--- src/rtl/sysmon_frame_pkg.sv ---
// Shared frame layout constants and FSM state type for the sysmon frame packer.
package sysmon_frame_pkg;
    localparam int FRAME_LEN = 31;
    localparam int SEQ_IDX   = 2;
    localparam int MEAS_IDX  = 3;
    localparam int ALM_IDX   = 19;
    localparam int FLAG_IDX  = 21;
    localparam int DNA_IDX   = 22;
    localparam int CHK_IDX   = FRAME_LEN - 1;
    localparam int NUM_MEAS  = 8;

    typedef enum logic {IDLE, SEND} state_e;
    typedef logic [4:0] idx_t;
endpackage

--- src/rtl/sysmon_frame_if.sv ---
// Byte-wide valid/ready stream carrying the packed sysmon frame.
interface sysmon_frame_if;
    logic [7:0] m_tdata;
    logic       m_tvalid;
    logic       m_tready;
    logic       m_tlast;

    modport master (output m_tdata, output m_tvalid, output m_tlast, input m_tready);
    modport slave  (input m_tdata, input m_tvalid, input m_tlast, output m_tready);
endinterface

--- src/rtl/sysmon_frame_chk.sv ---
// Per-byte frame checksum step: modulo-256 sum, or CRC-8 (poly 0x07, MSB first)
// when SYSMON_FRAME_CRC_EN is defined.
module sysmon_frame_chk (
    input  logic [7:0] i_acc,
    input  logic [7:0] i_byte,
    output logic [7:0] o_acc
);
`ifdef SYSMON_FRAME_CRC_EN
    logic [7:0] w_c;

    always_comb begin
        w_c = i_acc ^ i_byte;
        for (int b = 0; b < 8; b++) begin
            w_c = w_c[7] ? ((w_c << 1) ^ 8'h07) : (w_c << 1);
        end
        o_acc = w_c;
    end
`else
    assign o_acc = i_acc + i_byte;
`endif
endmodule

--- src/rtl/sysmon_frame_packer.sv ---
// Snapshots XADC sensor words, alarms and device DNA and streams them as a 31-byte
// checksummed frame. Checksum flavour is selected by SYSMON_FRAME_CRC_EN.
module sysmon_frame_packer
    import sysmon_frame_pkg::*;
#(
    parameter int         PERIOD_CYCLES = 10_000_000,
    parameter logic [7:0] HDR0          = 8'hA5,
    parameter logic [7:0] HDR1          = 8'h5A
) (
    input  logic                  clk,
    input  logic                  resetn,
    input  logic [15:0]           meas_temp,
    input  logic [15:0]           meas_vccint,
    input  logic [15:0]           meas_vccaux,
    input  logic [15:0]           meas_vccbram,
    input  logic [15:0]           meas_aux0,
    input  logic [15:0]           meas_aux1,
    input  logic [15:0]           meas_aux2,
    input  logic [15:0]           meas_aux3,
    input  logic [15:0]           alm,
    input  logic                  dna_valid,
    input  logic [56:0]           dna_data,
    input  logic                  snap_req,
    sysmon_frame_if.master        m_axis,
    output logic                  busy,
    output logic [7:0]            seq,
    output logic [7:0]            overrun_cnt
);
    state_e                        r_state;
    logic [31:0]                   r_pcnt;
    idx_t                          r_idx;
    logic [7:0]                    r_acc;
    logic [7:0]                    r_tdata;
    logic                          r_tvalid;
    logic                          r_tlast;
    logic [7:0]                    r_seq;
    logic [7:0]                    r_ovr;

    logic [NUM_MEAS-1:0][15:0]     r_meas;
    logic [15:0]                   r_alm;
    logic                          r_dna_valid;
    logic [56:0]                   r_dna;

    logic                          w_tick;
    logic                          w_trig;
    logic                          w_cap;
    logic                          w_hs;
    idx_t                          w_nidx;
    logic [7:0]                    w_acc_nxt;
    logic [63:0]                   w_dna64;
    logic [7:0]                    w_frame [0:31];

    assign w_tick = (PERIOD_CYCLES != 0) && (r_pcnt == 32'(PERIOD_CYCLES - 1));
    assign w_trig = snap_req | w_tick;
    assign w_cap  = (r_state == IDLE) && w_trig;
    assign w_hs   = r_tvalid && m_axis.m_tready;
    assign w_nidx = r_idx + idx_t'(1);

    sysmon_frame_chk u_chk (
        .i_acc  (r_acc),
        .i_byte (r_tdata),
        .o_acc  (w_acc_nxt)
    );

    // Snapshot is taken on the triggering edge and held for the whole frame.
    always_ff @(posedge clk) begin
        if (w_cap) begin
            r_meas      <= {meas_aux3, meas_aux2, meas_aux1, meas_aux0,
                            meas_vccbram, meas_vccaux, meas_vccint, meas_temp};
            r_alm       <= alm;
            r_dna_valid <= dna_valid;
            r_dna       <= dna_data;
        end
    end

    assign w_dna64 = {7'b0, r_dna};

    always_comb begin
        for (int i = 0; i < 32; i++) w_frame[i] = '0;
        w_frame[0]       = HDR0;
        w_frame[1]       = HDR1;
        w_frame[SEQ_IDX] = r_seq;
        for (int m = 0; m < NUM_MEAS; m++) begin
            w_frame[MEAS_IDX + 2*m]     = r_meas[m][15:8];
            w_frame[MEAS_IDX + 2*m + 1] = r_meas[m][7:0];
        end
        w_frame[ALM_IDX]     = r_alm[15:8];
        w_frame[ALM_IDX + 1] = r_alm[7:0];
        w_frame[FLAG_IDX]    = {7'b0, r_dna_valid};
        for (int k = 0; k < 8; k++) begin
            w_frame[DNA_IDX + k] = w_dna64[63 - 8*k -: 8];
        end
    end

    always_ff @(posedge clk) begin
        if (!resetn) begin
            r_state  <= IDLE;
            r_pcnt   <= '0;
            r_idx    <= '0;
            r_acc    <= '0;
            r_tdata  <= '0;
            r_tvalid <= 1'b0;
            r_tlast  <= 1'b0;
            r_seq    <= '0;
            r_ovr    <= '0;
        end else begin
            if (w_tick || PERIOD_CYCLES == 0) r_pcnt <= '0;
            else                              r_pcnt <= r_pcnt + 32'd1;

            case (r_state)
                IDLE: begin
                    if (w_trig) begin
                        r_state  <= SEND;
                        r_idx    <= '0;
                        r_acc    <= '0;
                        r_tdata  <= HDR0;
                        r_tvalid <= 1'b1;
                        r_tlast  <= 1'b0;
                    end
                end
                SEND: begin
                    if (w_trig && r_ovr != 8'hFF) r_ovr <= r_ovr + 8'd1;
                    if (w_hs) begin
                        if (r_idx == idx_t'(CHK_IDX)) begin
                            r_state  <= IDLE;
                            r_tvalid <= 1'b0;
                            r_tlast  <= 1'b0;
                            r_seq    <= r_seq + 8'd1;
                        end else begin
                            // The checksum byte is the accumulator after folding in byte 29.
                            r_idx   <= w_nidx;
                            r_acc   <= w_acc_nxt;
                            r_tdata <= (w_nidx == idx_t'(CHK_IDX)) ? w_acc_nxt : w_frame[w_nidx];
                            r_tlast <= (w_nidx == idx_t'(CHK_IDX));
                        end
                    end
                end
                default: r_state <= IDLE;
            endcase
        end
    end

    assign m_axis.m_tdata  = r_tdata;
    assign m_axis.m_tvalid = r_tvalid;
    assign m_axis.m_tlast  = r_tlast;
    assign busy            = (r_state == SEND);
    assign seq             = r_seq;
    assign overrun_cnt     = r_ovr;
endmodule

--- src/flat_wrapper.sv ---
// flat-port wrapper written by rule: the top's interface ports become plain ports
module sysmon_frame_packer_flat import sysmon_frame_pkg::*;
#(
    parameter int         PERIOD_CYCLES = 10_000_000,
    parameter logic [7:0] HDR0          = 8'hA5,
    parameter logic [7:0] HDR1          = 8'h5A
)
  (clk, resetn, meas_temp, meas_vccint, meas_vccaux, meas_vccbram, meas_aux0, meas_aux1, meas_aux2, meas_aux3, alm, dna_valid, dna_data, snap_req, busy, seq, overrun_cnt, m_axis_m_tdata, m_axis_m_tvalid, m_axis_m_tlast, m_axis_m_tready);
  sysmon_frame_if m_axis_i ();
  input  logic clk;
  input  logic resetn;
  input  logic [15:0] meas_temp;
  input  logic [15:0] meas_vccint;
  input  logic [15:0] meas_vccaux;
  input  logic [15:0] meas_vccbram;
  input  logic [15:0] meas_aux0;
  input  logic [15:0] meas_aux1;
  input  logic [15:0] meas_aux2;
  input  logic [15:0] meas_aux3;
  input  logic [15:0] alm;
  input  logic dna_valid;
  input  logic [56:0] dna_data;
  input  logic snap_req;
  output logic busy;
  output logic [7:0] seq;
  output logic [7:0] overrun_cnt;
  output wire logic [$bits(m_axis_i.m_tdata)-1:0] m_axis_m_tdata;
  output wire logic [$bits(m_axis_i.m_tvalid)-1:0] m_axis_m_tvalid;
  output wire logic [$bits(m_axis_i.m_tlast)-1:0] m_axis_m_tlast;
  input wire logic [$bits(m_axis_i.m_tready)-1:0] m_axis_m_tready;
  assign m_axis_m_tdata = m_axis_i.m_tdata;
  assign m_axis_m_tvalid = m_axis_i.m_tvalid;
  assign m_axis_m_tlast = m_axis_i.m_tlast;
  assign m_axis_i.m_tready = m_axis_m_tready;
  sysmon_frame_packer #(.PERIOD_CYCLES(PERIOD_CYCLES), .HDR0(HDR0), .HDR1(HDR1)) u_core (.clk(clk), .resetn(resetn), .meas_temp(meas_temp), .meas_vccint(meas_vccint), .meas_vccaux(meas_vccaux), .meas_vccbram(meas_vccbram), .meas_aux0(meas_aux0), .meas_aux1(meas_aux1), .meas_aux2(meas_aux2), .meas_aux3(meas_aux3), .alm(alm), .dna_valid(dna_valid), .dna_data(dna_data), .snap_req(snap_req), .m_axis(m_axis_i), .busy(busy), .seq(seq), .overrun_cnt(overrun_cnt));
endmodule
--- config.mk ---
export PLATFORM = sky130hd
export DESIGN_NAME = sysmon_frame_packer_flat
export DESIGN_NICKNAME = d
export VERILOG_FILES = /design/src/rtl/sysmon_frame_pkg.sv /design/src/rtl/sysmon_frame_if.sv /design/src/rtl/sysmon_frame_chk.sv /design/src/rtl/sysmon_frame_packer.sv /design/src/flat_wrapper.sv
export SDC_FILE = /design/constraint.sdc
export NUM_CORES = 1
export LEC_CHECK = 0
export CELL_PAD_IN_SITES_DETAIL_PLACEMENT = 0
export CELL_PAD_IN_SITES_GLOBAL_PLACEMENT = 1
export CORE_UTILIZATION = 42
export DETAILED_ROUTE_END_ITERATION = 8
export PLACE_DENSITY_LB_ADDON = 0.1
export SYNTH_ARGS = -nofsm -noshare
export SYNTH_HDL_FRONTEND = slang
export SYNTH_HIERARCHICAL = 1
export SYNTH_SLANG_ARGS = --single-unit
--- constraint.sdc ---
create_clock -name clk -period 7.1 [get_ports clk]
set_input_delay 0.71 -clock clk [delete_from_list [all_inputs] [get_ports clk]]
set_output_delay 0.71 -clock clk [all_outputs]
set_load 0.05 [all_outputs]
After elaboration in Yosys (flattened, before gate mapping) --
Index checks and enable logic that the tools add are counted. W data, S select, Z words.
Cells by class: multiplexer cells 28, equal/unequal tests 8, magnitude comparators 1, reductions and logical operators 9, $add $sub $neg 5, bitwise gates (word level) 4
Operators by type and width (count):
- $mux W8 | 9
- $bmux W8 S5 | 1
- $add A32 B1 Y32 const B | 1
- $eq A32 B24 Y1 const B | 1
- $pmux W8 S2 | 2
- $add A8 B1 Y8 const B | 2
- $mux W5 | 3
- $eq A5 B5 Y1 const B | 2
- $pmux W5 S2 | 1
- $mux W1 | 9
- $reduce_and A3 Y1 | 3
- $add A8 B8 Y8 | 1
- $ne A8 B8 Y1 const B | 1
- $ge A6 B6 Y1 const B | 1
- $ne A2 B2 Y1 const B | 3
- $not A5 Y6 | 1
- $pmux W1 S2 | 3
- $add A5 B1 Y5 const B | 1
- $reduce_and A2 Y1 | 2
- $logic_and A1 B1 Y1 | 3
- $ne A2 B1 Y1 const B | 1
- $not A1 Y1 | 2
- $reduce_or A2 Y1 | 1
- $or A1 B1 Y1 | 1
Word-level totals: register bits 274, output and inout port bits 27, word-level logic and storage cells 75, input bits 206

Depth between registers and ports, before layout --
Gate-level depths: netlist of run 1.
word-level depth 9, depth in mapped cells 12, gate-level depth less buffers 9

Cells and area by module --
Netlist of run 1, hierarchy kept.
Modules (own cells, without submodules):
- sysmon_frame_packer | cells an instance 772, instances 1, seq. area each 7507.2 µm², area each 11136.9 µm²
- sysmon_frame_chk | cells an instance 42, instances 1, seq. area each 0.0 µm², area each 331.6 µm²

Worst setup path before layout of run 1 --
No wires, ideal clock.
kind register -> register, start reg u_core.r_pcnt[0], end reg u_core.r_alm[0], enable pin, cell stages (with the launch flop) 7, data arrival time 5379 ps, buffers on the path 0, setup time 554 ps, clock period less this slack 5933 ps, slack 1167 ps, required time 6546 ps, cell sequence dfxtp_1 > ha_1 > nand2_1 > nor2_1 > a41oi_2 > or2_2 > inv_1
On the way: longest elaborated chain between the ends 3
RTL lines:
- start, declared | RTL line sysmon_frame_packer.sv:30 | logic [31:0] r_pcnt;
- start signal, assigned | RTL line sysmon_frame_packer.sv:108 | else r_pcnt <= r_pcnt + 32'd1;
- $eq A32 B24 Y1 | RTL line sysmon_frame_packer.sv:53 | assign w_tick = (PERIOD_CYCLES != 0) && (r_pcnt == 32'(PERIOD_CYCLES - 1));
- $or A1 B1 Y1 | RTL line sysmon_frame_packer.sv:54 | assign w_trig = snap_req | w_tick;
- $logic_and A1 B1 Y1 | RTL line sysmon_frame_packer.sv:55 | assign w_cap = (r_state == IDLE) && w_trig;
- named net u_core.w_cap | RTL line sysmon_frame_packer.sv:46 | logic w_cap;
- end signal, assigned | RTL line sysmon_frame_packer.sv:70 | r_alm <= alm;
- end, declared | RTL line sysmon_frame_packer.sv:40 | logic [15:0] r_alm;
The timed path passes the listed nets, and every way through them passes these cells. A chain may end at the register's enable or synchronous reset.

Worst setup path after layout of run 1 --
start reg u_core.r_pcnt[0], end reg u_core/r_meas[37] in the netlist's numbering, enable pin
On the way: longest elaborated chain between the ends 3
RTL lines:
- $eq A32 B24 Y1 | RTL line sysmon_frame_packer.sv:53
- $or A1 B1 Y1 | RTL line sysmon_frame_packer.sv:54
- $logic_and A1 B1 Y1 | RTL line sysmon_frame_packer.sv:55
- named net u_core.w_cap | RTL line sysmon_frame_packer.sv:46
- end signal, assigned | RTL line sysmon_frame_packer.sv:68 | r_meas <= {meas_aux3, meas_aux2, meas_aux1, meas_aux0,
- end, declared | RTL line sysmon_frame_packer.sv:39 | logic [NUM_MEAS-1:0][15:0] r_meas;
The timed path passes the listed nets, and every way through them passes these cells.

==> metrics.txt, run 1 <==
Layout Nets=1265; DR vias/cell=5.33; yosys synthesis warning count=6; Multi-input gate area=0.00374 mm²; Slew @ Worst Pin=1040 ps; largest net degree at the start of global routing=151; cell count after synthesis=814; number of fill cells in the layout=2243; worst-path cell chain=ha_1 -> nand2_1 -> nor2_1 -> a41oi_2 -> or2_2 -> inv_8 -> buf_4; commonest non-fill, non-tap cells in the layout=clkdlybuf4s50_1 (232), edfxtp_1 (202), nor2_1 (82); Clock power frac=41.7%; Die Height=167 µm; final setup vio count=0; Die Area=0.0280 mm²; # resized after CTS=0; Worst Hold Margin=449 ps; wire per inst=19.4 µm; count of final hold-check violations=0; Tmin final=3650 ps; clock skew=11.9 ps; Flop pwr share=51.0%; Critical-path top delay cell=inv_8; clk buf depth=3; Yosys top cell area share=52.9%; CTS tree=built; Total GRT Usage=19.5%; area growth from synthesis to layout=31.5%; grt total ovfl=0; Hold Buf Count CTS=0; post-DP HPWL=19.4 mm; prevailing post-synth register cell=edfxtp_1; Port Buffer Count=232; RD Place Congestion=0.818; syn nets=1034; Pre-antenna DRT Iters=5; P_sw=751 µW; TNS Setup=0 ps; worst-path fanout max=150; leakage=5.09 nW; Sw Share=20.9%; VDD IR max=182 µV; CTS root buf=clkbuf_16; relative slew slack=30.7%; CTS Buf Count=30; Synth async-reset ratio=0%; power density cells=238 mW/mm²; Hold/Removal Path Class=reg -> reg; width of the die=167 µm; area leader, netlist=edfxtp_1; slowest stage delay, CP=700 ps; Logic pwr share=7.4%; final worst path period share=51.4%; endpoint type of the worst setup path=flip-flop; RSZ-0062 raised after global routing=no; IO Count=233; Post-Route WL=27.3 mm; Post-Place Setup Slack=3410 ps; Initial Util=42.7%; Critical Path RT=7290 ps; Final ANT Viol Nets=0; synthesized cell area=0.0115 mm²; P_int=2.83 mW; Core Util, Final=56.1%; Setup CP Type=reg -> reg; Post-synth EDFFs=202; Remaining DRCs=0; Post-DP Area=0.0141 mm²; final setup margin=3450 ps; Non-Filler Instances=1411; Max Slew Vio Count=0; clock tree sinks=274; most area-consuming cells after synthesis=edfxtp_1 (53%), dfxtp_1 (13%), mux4_2 (7.5%); FMAX=274 MHz; max_cap viols=0; Post-CTS Repair Setup Buffers=0; Avg Cell Area, Syn=14.1 µm²; global-route wire length before repair=41.6 mm; Power, Total=3.58 mW; Core Area=0.0269 mm²; sequential area share after synthesis=65.5%; via count=7518; Seq. cell area=0.00751 mm²; drt initial violations=531; Site Rows=60; vias in the first global route=7478; initial antenna violation count=1; status=complete, no violations; Arr. time, crit path=3840 ps; share of cells above drive strength 1=10.0%; synth unique cells=63; startpoint types=flip-flop; H-tree Lvls=1; Reg clk slew, reported paths=60 ps; leading cell type in the layout, fill and taps excluded=clkdlybuf4s50_1; count of state elements after synthesis=274; finished layout cell area=0.0151 mm²; worst-skew pair later-pin latency=560 ps; dpl cells=1354
==> worst paths after layout <==
check,from,to,slack [ps],cells after the start
setup / recovery,u_core/r_pcnt[0],u_core/r_meas[37],3450,7
hold reg to reg,u_core/r_pcnt[0],u_core/r_pcnt[0],450,1
hold / removal,u_core/r_pcnt[0],u_core/r_pcnt[0],450,1
setup reg to reg,u_core/r_pcnt[0],u_core/r_meas[37],3450,7
==> registers in the layout (all words and copies together), names as in the netlist <==
| name | cells |
|---|---|
| u_core/m_axis.m_tlast | 1 |
| u_core/busy | 1 |
| u_core/r_alm | 16 |
| u_core/m_axis.m_tdata | 8 |
| u_core/r_acc | 8 |
| u_core/seq | 8 |
| u_core/m_axis.m_tvalid | 1 |
| u_core/r_pcnt | 32 |
| u_core/r_idx | 5 |
| u_core/r_meas | 128 |
| u_core/r_dna_valid | 1 |
| u_core/r_dna | 57 |
| u_core/overrun_cnt | 8 |
==> worst max-delay path: cells and delay by family, from the launching register on <==
kind / cells / cell delay [ps]
buffers and inverters: 2 / 1400
AND/OR/NAND/NOR: 3 / 880
flip-flops: 1 / 350
AO/OA/AOI/OAI: 1 / 350
adder cells (fa/ha/maj): 1 / 210
==> final cells by class <==
type | instances | area share [%]
Sequential cell | 274 | 49.8
Multi-Input combinational cell | 485 | 24.8
Timing Repair Buffer | 238 | 15.7
Clock buffer | 41 | 5.73
Tap cell | 341 | 2.83
Clock inverter | 15 | 0.680
Inverter | 16 | 0.448
Antenna cell | 1 | 0.0166
==> routing by layer <==
layer / routed length [µm] / track usage (%) / vias to the layer above
met1: 11800 / 25.3 / 3642
met4: 660 / 5.98 / 0
li1: - / - / 3583
met2: 13200 / 32.9 / 247
met5: 0 / 0 / -
met3: 1660 / 3.92 / 46
==> power groups by stage <==
stage	Clock, mW	Combinational, mW	Sequential, mW
6_report	1.49	0.264	1.83
5_1_grt	1.59	0.281	1.83
4_1_cts	1.53	0.267	1.83
3_5_place_dp	0	0.267	1.86
3_3_place_gp	0	0.265	1.86
2_1_floorplan	0	0.0962	1.88
==> kinds of logic after synthesis <==
kind of cell,synth area share [%]
AO/OA/AOI/OAI,7.69
XOR/XNOR,3.73
adder cells (fa/ha/maj),1.59
buffers and inverters,2.17
flip-flops,65.5
multiplexers,9.50
AND/OR/NAND/NOR,9.85
==> Yosys cell counts (6+ instances only) <==
cell type	n
nand2b_1	8
o211ai_1	8
mux4_2	38
or3_1	8
xnor2_1	19
buf_2	10
dfxtp_1	72
nor2b_1	6
nand2_1	51
a21oi_1	34
o21ai_0	19
nand4_1	13
ha_1	13
nor2_1	82
xor2_1	23
a22oi_1	10
nand3_1	35
clkbuf_1	18
and3_1	10
inv_1	16
mux2i_1	11
mux2_2	10
edfxtp_1	202
nor3_1	9
No activity file was read; power rests on OpenSTA's default activity.
==> run 2: changes to the inputs <==
==> constraint.sdc (replaced) <==
create_clock -name clk -period 3.6 [get_ports clk]
set_input_delay 0.36 -clock clk [delete_from_list [all_inputs] [get_ports clk]]
set_output_delay 0.36 -clock clk [all_outputs]
set_load 0.05 [all_outputs]
==> metrics.txt, run 2 (synthesis gave the netlist of run 1 again) <==
DR vias/cell=5.28; IO Count=233; H-tree Lvls=1; Hold/Removal Path Class=in -> reg; Site Rows=60; grt total ovfl=0; endpoint type of the worst setup path=flip-flop; Die Height=167 µm; CTS tree=built; leading cell type in the layout, fill and taps excluded=clkdlybuf4s50_1; max reg flops=128; Total GRT Usage=20.1%; RD Place Congestion=0.787; Core Area=0.0269 mm²; Critical-path top delay cell=xnor2_2; commonest non-fill, non-tap cells in the layout=clkdlybuf4s50_1 (232), edfxtp_1 (202), nor2_1 (81); Power, Total=7.05 mW; Post-Place Setup Slack=645 ps; via count=7519; final setup vio count=0; Post-CTS Repair Setup Buffers=0; Max Slew Vio Count=0; critical path depth=8; clk buf depth=3; share of cells above drive strength 1=12.1%; Pre-antenna DRT Iters=5; startpoint types=flip-flop; Worst Hold Margin=340 ps; Post-Route WL=28.1 mm; Reg clk slew, reported paths=60 ps; Die Area=0.0280 mm²; Port Buffer Count=232; wire per inst=19.7 µm; max_cap viols=0; Slew @ Worst Pin=992 ps; global-route wire length before repair=42.8 mm; worst path bufs/invs=1; CTS root buf=clkbuf_16; slowest stage delay, CP=810 ps; status=complete, no violations; RSZ-0062 raised after global routing=no; CTS Buf Count=30; Arr. time, crit path=3430 ps; count of final hold-check violations=0; clock skew=21.8 ps; width of the die=167 µm; relative slew slack=33.5%; # resized after CTS=0; Remaining DRCs=0; Tmin final=2990 ps; leakage=5.15 nW; Critical Path RT=4050 ps; worst-path cell chain=ha_1 -> xnor2_2 -> buf_4 -> nor2_1 -> a22o_1 -> a22oi_1 -> a21oi_1 -> a311o_1; CP Capture Point=u_core/m_axis.m_tdata[4]; post-DP HPWL=20.6 mm; R2R setup slack=610 ps; FMAX=335 MHz; VDD IR max=340 µV; worst-skew pair later-pin latency=570 ps; Hold Buf Count CTS=0; final worst path period share=82.9%; clock tree sinks=274; worst r2r src=u_core/r_idx[0]; worst-path fanout max=20; Layout Nets=1278; r2r endpoint=u_core/m_axis.m_tdata[4]; final setup margin=614 ps; path depth of the worst reg2reg path=8; Setup CP Type=reg -> reg; largest net degree at the start of global routing=59; Biggest register=u_core/r_meas; Final ANT Viol Nets=0; drt initial violations=679; vias in the first global route=7687; Top delay family on crit path=compound AO/OA/AOI/OAI gates; area growth from synthesis to layout=32.8%; power density cells=463 mW/mm²; CP startpoint=u_core/r_idx[0]; initial antenna violation count=2; Initial Util=42.7%; Largest regs=u_core/r_meas x128, u_core/r_dna x57, u_core/r_pcnt x32
[run 2: layout make-up]
class / count / area [µm²]
well taps: 341 / 427
diodes: 2 / 5.00
inverters: 16 / 63.8
multi-input cells: 485 / 3760
fillers: 2216 / 11600
repair buffers: 251 / 2510
clock buffers: 31 / 754
flip-flops and latches: 274 / 7520
clock inverters: 24 / 186
[run 2: worst min path at each step]
| stage | cells after the start | from | end | slack [ps] |
|---|---|---|---|---|
| CTS | 1 | dna_data[12] | u_core/r_dna[12] | 310 |
| finish | 1 | meas_temp[5] | u_core/r_meas[5] | 340 |
| global route | 1 | meas_vccint[5] | u_core/r_meas[21] | 320 |
| detailed placement | 1 | u_core/r_pcnt[0] | u_core/r_pcnt[0] | 440 |
| global placement | 1 | u_core/r_pcnt[0] | u_core/r_pcnt[0] | 430 |
| floorplan | 1 | u_core/r_pcnt[0] | u_core/r_pcnt[0] | 420 |
[run 2: through the flow]
| stage | setup TNS [ps] | area [µm²] | std cells | util (%) |
|---|---|---|---|---|
| after global routing | 0 | 15200 | 1423 | 56.6 |
| after floorplan | -181870 | 11500 | 814 | - |
| after detailed placement | 0 | 14300 | 1367 | 53.1 |
| after CTS | 0 | 15200 | 1422 | 56.6 |
| final | 0 | 15200 | 1424 | 56.7 |
| after global placement | 0 | 14300 | 1367 | 53.1 |
[run 2: routing by layer]
metal  wire length [µm]  vias to the layer above  part of all wire (%)  GRT usage, %
met2              13600                      228                    49          33.5
met3               1630                       48                   5.8          3.52
met1              12000                     3629                    43          26.9
met4                770                        0                   2.7          6.34
met5                  0                        -                     0             0
li1                   -                     3614                     -             -
[run 2: where the power goes]
part	switching, mW	internal, mW
Clock	1.24	1.66
Sequential	0.0523	3.55
Combinational	0.227	0.312
Total	1.52	5.53
